File: config.mk
export PLATFORM = sky130hd
export DESIGN_NAME = count_sequencer
export DESIGN_NICKNAME = d
export VERILOG_FILES = /design/src/rtl/count_sequencer_pkg.sv /design/src/rtl/count_sequencer_tick_watchdog.sv /design/src/rtl/count_sequencer.sv
export SDC_FILE = /design/constraint.sdc
export NUM_CORES = 1
export LEC_CHECK = 0
export BUFFER_PORTS_ARGS = -buffer_cell sky130_fd_sc_hd__buf_2
export CELL_PAD_IN_SITES_DETAIL_PLACEMENT = 0
export CELL_PAD_IN_SITES_GLOBAL_PLACEMENT = 2
export CORE_MARGIN = 2
export CORE_UTILIZATION = 33
export CTS_BUF_LIST = sky130_fd_sc_hd__clkbuf_8
export CTS_CLUSTER_SIZE = 28
export DETAILED_ROUTE_END_ITERATION = 10
export GPL_TIMING_DRIVEN = 1
export PLACE_DENSITY_LB_ADDON = 0.1
export SYNTH_ARGS = -nofsm -noshare
export SYNTH_HDL_FRONTEND = slang
export SYNTH_SLANG_ARGS = --single-unit
File: constraint.sdc
create_clock -name clk -period 2.5 [get_ports clk]
set_clock_uncertainty 0.05 [all_clocks]
set_input_delay 0 -clock clk [delete_from_list [all_inputs] [get_ports clk]]
set_output_delay 0 -clock clk [all_outputs]
set_load 0.05 [all_outputs]
File: src/rtl/count_sequencer_pkg.sv
// Shared names for the count sequencer: run modes, FSM states and the
// next-go selection used when a run completes or the sequence starts.
package count_sequencer_pkg;

    typedef enum logic [1:0] {
        MODE_PINGPONG  = 2'd0,
        MODE_UP_ONLY   = 2'd1,
        MODE_DOWN_ONLY = 2'd2,
        MODE_RSVD      = 2'd3
    } mode_e;

    typedef enum logic [2:0] {
        ST_IDLE   = 3'd0,
        ST_UP_GO  = 3'd1,
        ST_UP_RUN = 3'd2,
        ST_DN_GO  = 3'd3,
        ST_DN_RUN = 3'd4,
        ST_FAULT  = 3'd5
    } state_e;

    localparam logic [3:0] LED_FAULT = 4'hF;

    // from_up=0 doubles as the IDLE-exit case: pingpong always opens upward.
    function automatic state_e next_go(input mode_e m, input logic from_up);
        case (m)
            MODE_UP_ONLY:   next_go = ST_UP_GO;
            MODE_DOWN_ONLY: next_go = ST_DN_GO;
            default:        next_go = from_up ? ST_DN_GO : ST_UP_GO;
        endcase
    endfunction

endpackage

File: src/rtl/count_sequencer_tick_watchdog.sv
// Tick-driven watchdog: counts ticks while clr is low and flags when the
// count reaches TIMEOUT-1, i.e. on the TIMEOUT-th counted tick.
module tick_watchdog #(
    parameter int TO_W    = 6,
    parameter int TIMEOUT = 40
) (
    input  logic clk,
    input  logic rst_btn,
    input  logic tick,
    input  logic clr,
    output logic expired
);

    localparam logic [TO_W-1:0] LIMIT = TO_W'(TIMEOUT - 1);

    logic [TO_W-1:0] cnt;

    always_ff @(posedge clk or negedge rst_btn) begin
        if (!rst_btn) begin
            cnt <= '0;
        end else if (tick) begin
            if (clr)
                cnt <= '0;
            else if (!expired)
                cnt <= cnt + TO_W'(1);
        end
    end

    assign expired = (cnt == LIMIT);

endmodule

File: src/rtl/count_sequencer.sv
// Sequencer for the up/down counter pair: go/done handshake, pass counting,
// graceful stop, done watchdog and the registered LED mux.
module count_sequencer
    import count_sequencer_pkg::*;
#(
    parameter int PASS_W  = 8,
    parameter int PASSES  = 0,
    parameter int TO_W    = 6,
    parameter int TIMEOUT = 40
) (
    input  logic              clk,
    input  logic              rst_btn,
    input  logic              tick,
    input  logic              start,
    input  logic              stop,
    input  logic              clear,
    input  logic [1:0]        mode,
    input  logic              up_done,
    input  logic              down_done,
    input  logic [3:0]        up_out,
    input  logic [3:0]        down_out,
    output logic              up_go,
    output logic              down_go,
    output logic [3:0]        led,
    output logic              busy,
    output logic              fault,
    output logic [PASS_W-1:0] pass_cnt
);

    localparam logic [PASS_W-1:0] PASS_LIM = PASS_W'(PASSES);

    state_e            state, state_next;
    mode_e             mode_m;
    logic              stop_l, stop_eff;
    logic              run_done, run_up, last_pass;
    logic              wd_clr, wd_expired;
    logic [PASS_W-1:0] pass_inc;

    assign mode_m    = mode_e'(mode);
    assign run_up    = (state == ST_UP_RUN);
    assign run_done  = (state == ST_UP_RUN && up_done) || (state == ST_DN_RUN && down_done);
    assign pass_inc  = pass_cnt + PASS_W'(1);
    assign stop_eff  = stop_l | stop;
    assign last_pass = (PASSES != 0) && (pass_inc == PASS_LIM);

    tick_watchdog #(
        .TO_W    (TO_W),
        .TIMEOUT (TIMEOUT)
    ) u_wd (
        .clk     (clk),
        .rst_btn (rst_btn),
        .tick    (tick),
        .clr     (wd_clr),
        .expired (wd_expired)
    );

    always_ff @(posedge clk or negedge rst_btn) begin
        if (!rst_btn)
            state <= ST_IDLE;
        else if (tick)
            state <= state_next;
    end

    // A done on the expiry tick is checked first, so it beats the watchdog.
    always_comb begin
        state_next = state;
        case (state)
            ST_IDLE:   if (start && !stop) state_next = next_go(mode_m, 1'b0);
            ST_UP_GO:  state_next = ST_UP_RUN;
            ST_DN_GO:  state_next = ST_DN_RUN;
            ST_UP_RUN,
            ST_DN_RUN: begin
                if (run_done)
                    state_next = (stop_eff || last_pass) ? ST_IDLE : next_go(mode_m, run_up);
                else if (wd_expired)
                    state_next = ST_FAULT;
            end
            ST_FAULT:  if (clear) state_next = ST_IDLE;
            default:   state_next = ST_IDLE;
        endcase
    end

    always_comb begin
        up_go   = 1'b0;
        down_go = 1'b0;
        busy    = 1'b0;
        fault   = 1'b0;
        wd_clr  = 1'b1;
        case (state)
            ST_UP_GO:  begin up_go = 1'b1;   busy = 1'b1; end
            ST_DN_GO:  begin down_go = 1'b1; busy = 1'b1; end
            ST_UP_RUN,
            ST_DN_RUN: begin busy = 1'b1;    wd_clr = 1'b0; end
            ST_FAULT:  fault = 1'b1;
            default:   ;
        endcase
    end

    // LED follows the state being entered so fault and 4'hF appear together.
    always_ff @(posedge clk or negedge rst_btn) begin
        if (!rst_btn) begin
            pass_cnt <= '0;
            stop_l   <= 1'b0;
            led      <= '0;
        end else if (tick) begin
            if (state == ST_IDLE && state_next != ST_IDLE)
                pass_cnt <= '0;
            else if (run_done)
                pass_cnt <= pass_inc;

            if (state_next == ST_IDLE || state_next == ST_FAULT)
                stop_l <= 1'b0;
            else if (busy)
                stop_l <= stop_eff;

            case (state_next)
                ST_UP_GO, ST_UP_RUN: led <= up_out;
                ST_DN_GO, ST_DN_RUN: led <= down_out;
                ST_FAULT:            led <= LED_FAULT;
                default:             led <= '0;
            endcase
        end
    end

endmodule

# Word-level counts from Yosys, hierarchy flattened
# Index checks and enable logic that the tools add are counted.
# word_totals
ram_bits	0
romBits	0
wordCells	61
out_inout_bits	16
memories	0
ff_bits	22
inputBits	18
latchBits	0
# op_classes
n_bitwise	1
n_div	0
reduce_logical	19
muxes	20
n_shift	0
n_eq_ne	14
order_cmp	0
addsub	2
mul	0
# ops
operator	n
8-bit 2-to-1 mux	2
3-bit 2-to-1 mux	5
3-bit one-hot mux with 5 select lines	1
3-bit by 2-bit equality test with 1-bit output, second input constant	4
3-bit equality test, second input constant	4
6-bit 2-to-1 mux	2
4-bit one-hot mux with 3 select lines	1
8-bit by 1-bit adder with 8-bit output, second input constant	1
6-bit by 1-bit adder with 6-bit output, second input constant	1
3-bit by 1-bit equality test with 1-bit output, second input constant	2
6-bit equality test, second input constant	1
3-bit zero test	2
1-bit 2-to-1 mux	6
2-bit AND reduction	3
2-bit OR reduction	3
1-bit logical AND	4
2-bit 2-to-1 mux	2
2-bit one-hot mux with 2 select lines	1
2-bit nonzero test	2
4-bit OR reduction	1
3-bit nonzero test	1
2-bit by 1-bit equality test with 1-bit output, second input constant	1
2-bit equality test, second input constant	1
1-bit logical OR	2
other kinds (3)	3

# Longest topological paths before layout
# logic_depth
word_depth	10
ltp_mapped	7
ltp_nobuf	7

# Hierarchy
# Synthesis repeated with hierarchy kept, for this count alone.
# unflattened
cells_unflattened	147
hier_area_um2	1410.1
# by_module_without_submodules
module	seq_area_each_um2	cells_per_inst	area_each_um2	instances
count_sequencer	400.4	110	1037.2	1
tick_watchdog	150.1	37	372.9	1

# Least setup slack after synthesis
# OpenSTA, ideal clock, no wires.
# synth_timing
path_kind	register to register
start	reg state[0]
end	reg stop_l
t_required_ps	2371
path_stages_with_launch	6
slack_ps	510
setup_time_ps	79
arrival_ps	1861
n_path_buf	1
synth_period_minus_slack_ps	1990
cell_sequence	dfrtp_1 > clkbuf_1 > nor2_1 > xnor2_1 > a31oi_1 > a21oi_1
# synth_between
elab_cells_between_ends	26
classes_between	eq/ne (6); mux (10); reduce/logical (10)
# synth_lines
element	line_no	source
start: declaration	count_sequencer.sv:32	state_e state, state_next;
start signal: assignment	count_sequencer.sv:61	state <= state_next;
3-bit by 2-bit equality test with 1-bit output (tied with other cells)	count_sequencer.sv:89	case (state)
4-bit OR reduction (no line) (*)	--	
1-bit 2-to-1 mux (*)	count_sequencer.sv:89	
net busy	count_sequencer.sv:25	output logic busy,
2-bit nonzero test (no line) (*)	--	
2-bit AND reduction (no line) (*)	--	
end signal: assignment	count_sequencer.sv:114	stop_l <= stop_eff;
end: declaration	count_sequencer.sv:34	logic stop_l, stop_eff;
# Mark *: on every way through the listed nets, which the timed path passes. The rest lies on a longest branch.
# A chain may end at the register's enable or synchronous reset.

# Worst setup path in the final report
# layout_timing
start	reg state[1]
end	reg led[1]
# layout_between
elab_chain_cells	9
elab_cells_between_ends	26
classes_between	eq/ne (10); mux (9); reduce/logical (7)
# layout_rtl
element	line_no	source
3-bit by 2-bit equality test with 1-bit output	count_sequencer.sv:40, count_sequencer.sv:41, count_sequencer.sv:67	
2-bit 2-to-1 mux	count_sequencer_pkg.sv:28	default: next_go = from_up ? ST_DN_GO : ST_UP_GO;
2-bit one-hot mux with 2 select lines	count_sequencer_pkg.sv:25	case (m)
3-bit 2-to-1 mux	count_sequencer.sv:74	state_next = (stop_eff || last_pass) ? ST_IDLE : next_go(mode_m, run_up);
3-bit 2-to-1 mux	count_sequencer.sv:73	if (run_done)
3-bit one-hot mux with 5 select lines (*)	count_sequencer.sv:67	case (state)
3-bit by 2-bit equality test with 1-bit output (tied with other cells)	count_sequencer.sv:116	case (state_next)
2-bit OR reduction	count_sequencer.sv:116	
4-bit one-hot mux with 3 select lines (*)	count_sequencer.sv:116	
end signal: assignment	count_sequencer.sv:117	ST_UP_GO, ST_UP_RUN: led <= up_out;
end signal: assignment	count_sequencer.sv:118	ST_DN_GO, ST_DN_RUN: led <= down_out;
end: declaration	count_sequencer.sv:24	output logic [3:0] led,
# Every way passes the cells marked *; elsewhere a longest branch is shown, timed or not.

==> run_summary.xml <==
<?xml version="1.0" encoding="UTF-8"?>
<metrics>
  <group name="finish">
    <metric name="num_antenna_cells" unit="">0</metric>
    <metric name="flow.area_growth_from_synthesis" unit="%">24.8</metric>
    <metric name="num-nets-final" unit="">216</metric>
    <metric name="finish.utilization" unit="%">43.4</metric>
    <metric name="drive_gt1_share" unit="%">24.2</metric>
  </group>
  <group name="logic_synthesis">
    <metric name="yosys.area.top_type" unit="">sky130_fd_sc_hd__dfrtp_1</metric>
    <metric name="syn-instance-count" unit="">154</metric>
    <metric name="dominant_cells_by_area_after_synthesis" unit="">sky130_fd_sc_hd__dfrtp_1 (39%), sky130_fd_sc_hd__nor2_1 (4.7%), sky130_fd_sc_hd__o21ai_0 (3.9%)</metric>
    <metric name="syn-num-nets" unit="">175</metric>
    <metric name="sequential_to_total_area_share_from_yosys_stat" unit="%">38.7</metric>
    <metric name="ffs_w_async_s_r_synth" unit="%">100</metric>
    <metric name="edff_count_synth" unit="">0</metric>
    <metric name="post_synth_instance_area" unit="um2">1420</metric>
    <metric name="ys_warn_count" unit="">0</metric>
    <metric name="synthesis.area_per_instance" unit="um2">9.24</metric>
    <metric name="yosys.area.top_type_share" unit="%">38.7</metric>
    <metric name="post-synth-top-count-cell" unit="">sky130_fd_sc_hd__dfrtp_1</metric>
    <metric name="synth.top_cells.by_count" unit="">sky130_fd_sc_hd__dfrtp_1 (22), sky130_fd_sc_hd__nor2_1 (18), sky130_fd_sc_hd__o21ai_0 (11), sky130_fd_sc_hd__a21oi_1 (10), sky130_fd_sc_hd__nand2_1 (9)</metric>
    <metric name="postSynthRegisterBits" unit="">22</metric>
    <metric name="synth_ff_type" unit="">sky130_fd_sc_hd__dfrtp_1</metric>
    <metric name="netlist-cell-type-count" unit="">46</metric>
  </group>
  <group name="power_and_ir_drop">
    <metric name="power.share.switching" unit="%">43.4</metric>
    <metric name="intPower" unit="uW">845</metric>
    <metric name="leakage" unit="nW">0.845</metric>
    <metric name="power.switching" unit="uW">647</metric>
    <metric name="comb_power_share" unit="%">42.4</metric>
    <metric name="power.share.clock" unit="%">22.6</metric>
    <metric name="seq_power_share" unit="%">35.0</metric>
    <metric name="ir_worst_vdd" unit="mV">0.263</metric>
    <metric name="power-per-cell-area" unit="nW/um2">840</metric>
  </group>
  <group name="clocking">
    <metric name="clk_path_buf_depth" unit="">2</metric>
    <metric name="clock_sink_count" unit="">22</metric>
    <metric name="cts_setup_buffers" unit="">0</metric>
    <metric name="cts.htree.levels" unit="">1</metric>
    <metric name="cts_inserted_buffers" unit="">3</metric>
    <metric name="tritoncts" unit="">done</metric>
    <metric name="clk-insertion-delay-late" unit="ns">0.26</metric>
    <metric name="cts_repair_resize_count" unit="">0</metric>
    <metric name="cts_root_buf" unit="">sky130_fd_sc_hd__clkbuf_8</metric>
    <metric name="clk_pin_slew_worst_paths" unit="ns">0.08</metric>
    <metric name="cts_hold_buf" unit="">8</metric>
  </group>
  <group name="route">
    <metric name="first_iter_violations" unit="">68</metric>
    <metric name="residual_antenna_violating_net_count_after_detailed_routing" unit="">0</metric>
    <metric name="finalWirelength" unit="um">3580</metric>
    <metric name="drcViolationCount" unit="">0</metric>
    <metric name="drt_pre_antenna_iters" unit="">4</metric>
    <metric name="wire_per_inst" unit="um">14.7</metric>
    <metric name="post_drt_via_cell_ratio" unit="">5.31</metric>
    <metric name="via_count" unit="">1296</metric>
  </group>
  <group name="placed_design">
    <metric name="detailedPlacementHpwl" unit="um">2610</metric>
    <metric name="port-buffer-count" unit="">33</metric>
    <metric name="finalWeightedCongestion" unit="">0.837</metric>
  </group>
  <group name="sta">
    <metric name="report.final.hold_viol_count" unit="">0</metric>
    <metric name="final_period_minus_worst_setup_slack" unit="ns">2.19</metric>
    <metric name="timing.final.max_slew_violations" unit="">0</metric>
    <metric name="max_freq" unit="GHz">0.457</metric>
    <metric name="post-route-period-util" unit="%">87.5</metric>
    <metric name="setup_tns" unit="ns">0</metric>
    <metric name="maxSlewHeadroom" unit="%">57.5</metric>
    <metric name="setup_viol" unit="">0</metric>
    <metric name="tightestPinTransition" unit="ns">0.637</metric>
    <metric name="grt_setup_unrepaired" unit="">no</metric>
  </group>
  <group name="floorplan">
    <metric name="fp.dieH" unit="um">69.7</metric>
    <metric name="initial_core_util" unit="%">34.8</metric>
    <metric name="die-area" unit="um2">4850</metric>
    <metric name="floorplan.io_pins" unit="">34</metric>
    <metric name="fp-row-count" unit="">23</metric>
    <metric name="dieWidth" unit="um">69.7</metric>
    <metric name="core" unit="um2">4090</metric>
  </group>
  <group name="setup_path">
    <metric name="critPathArrivalTime" unit="ns">2.33</metric>
    <metric name="reg2reg_depth" unit="">6</metric>
    <metric name="crit-reg2reg-launch" unit="">state[1]$_DFFE_PN0P_</metric>
    <metric name="crit_fanout" unit="">14</metric>
    <metric name="type_of_the_worst_setup_path" unit="">flop to flop</metric>
    <metric name="worst_setup_path_start_kind" unit="">flop</metric>
    <metric name="regToRegEndpoint" unit="">led[1]$_DFFE_PN0P_</metric>
    <metric name="cp-end-kind" unit="">flop</metric>
    <metric name="cp.required" unit="ns">2.64</metric>
    <metric name="reg_to_reg_setup_timing_slack" unit="ns">0.31</metric>
  </group>
  <group name="grt">
    <metric name="grt_antenna_before_repair" unit="">0</metric>
    <metric name="vias_in_the_first_global_route" unit="">1291</metric>
    <metric name="grt_remaining_overflow" unit="">0</metric>
    <metric name="global_route_wire_length_before_repair" unit="um">6350</metric>
    <metric name="globalRouteTotalUtil" unit="%">15.9</metric>
    <metric name="grt_max_degree" unit="">26</metric>
  </group>
  <group name="flow_run">
    <metric name="drv.max_cap_violation_count" unit="">0</metric>
  </group>
  <group name="worst_hold_path">
    <metric name="min_path_type" unit="">primary input to flop</metric>
    <metric name="min-delay-start" unit="">down_out[2]</metric>
    <metric name="hold_end" unit="">led[2]$_DFFE_PN0P_</metric>
    <metric name="timing.hold.worst_path_depth" unit="">4</metric>
  </group>
  <group name="run_status">
    <metric name="run_status" unit="">finished, final reports clean</metric>
  </group>
</metrics>
## worst max-delay path, cell delays in order (launching register included)
cell                       delay [ns]
sky130_fd_sc_hd__dfrtp_1         0.59
sky130_fd_sc_hd__nor2b_1         0.25
sky130_fd_sc_hd__mux2_2          0.19
sky130_fd_sc_hd__a31oi_1         0.11
sky130_fd_sc_hd__o21ai_0         0.31
sky130_fd_sc_hd__mux2_2          0.44
sky130_fd_sc_hd__o211ai_2        0.17
## layout make-up
cell class	instances	area (um2)
fill	412	2310
inverter	4	15.0
clock buffer	3	41.3
sequential	22	551
tap	50	62.6
multi-input combinational	122	823
clock inverter	1	30.0
timing repair buffer	42	253
## routing by layer
layer	GRT usage, %	part of all wire [%]	up-vias
met5	0	0	-
met4	3.85	0.48	0
met3	3.05	3.9	2
met2	24.9	43	26
met1	22.7	52	616
li1	-	-	652
## state kept, by name (all words and copies together), names as in the netlist
register  count
pass_cnt      8
led           4
stop_l        1
state         3
u_wd.cnt      6
## power by group through the flow
stage                     registers [mW]  clock network [mW]  logic [mW]
final                              0.521               0.338       0.632
after detailed placement           0.527                   0       0.625
after floorplan                    0.665                   0       0.336
after global placement             0.522                   0       0.620
after CTS                          0.521               0.347       0.636
after global routing               0.540               0.362       0.689
## placed cells by master, fill, tap and decap left out, drive strengths merged, types with 4 or more instances in the layout
cell type and count:
mux2 4, inv 4, o2111ai 4, nand4 5, nor2 18, dlygate4sd3 8, o21ai 12, a21o 5
and2 5, a21oi 10, dfrtp 22, nand2 9, xor2 5, buf 34
## through the flow
stage | hold WS, ns | worst slack, ns | cell area, um2 | power (mW) | cells
floorplan | -0.346 | 0.510 | 1420 | 1.00 | 154
global placement | -0.0433 | 0.338 | 1620 | 1.14 | 232
detailed placement | -0.0411 | 0.332 | 1620 | 1.15 | 232
CTS | 0.0466 | 0.313 | 1780 | 1.50 | 244
global route | 0.0752 | 0.105 | 1780 | 1.59 | 244
finish | 0.0499 | 0.313 | 1780 | 1.49 | 244
## worst max-delay path by stage
stage | startpoint | to | slack (ns) | cells after the start
2_1_floorplan | state[0]$_DFFE_PN0P_ | stop_l$_DFFE_PN0P_ | 0.51 | 5
3_3_place_gp | state[2]$_DFFE_PN0P_ | led[1]$_DFFE_PN0P_ | 0.34 | 6
3_5_place_dp | state[2]$_DFFE_PN0P_ | led[3]$_DFFE_PN0P_ | 0.33 | 6
4_1_cts | state[2]$_DFFE_PN0P_ | led[0]$_DFFE_PN0P_ | 0.31 | 6
5_1_grt | u_wd.cnt[0]$_DFFE_PN0P_ | led[3]$_DFFE_PN0P_ | 0.10 | 7
6_report | state[1]$_DFFE_PN0P_ | led[1]$_DFFE_PN0P_ | 0.31 | 6
## cell families (layout without fill, tap and decap cells)
logic type / after synthesis / after routing / share of synthesized area (%)
AND/OR/NAND/NOR: 58 / 58 / 23.4
AO/OA/AOI/OAI: 49 / 49 / 23.7
flip-flops: 22 / 22 / 38.7
buffers and inverters: 10 / 50 / 3.43
adder cells (fa/ha/maj): 3 / 3 / 2.64
multiplexers: 4 / 4 / 3.17
XOR/XNOR: 8 / 8 / 4.93
Power figures use the tool's default switching activity.
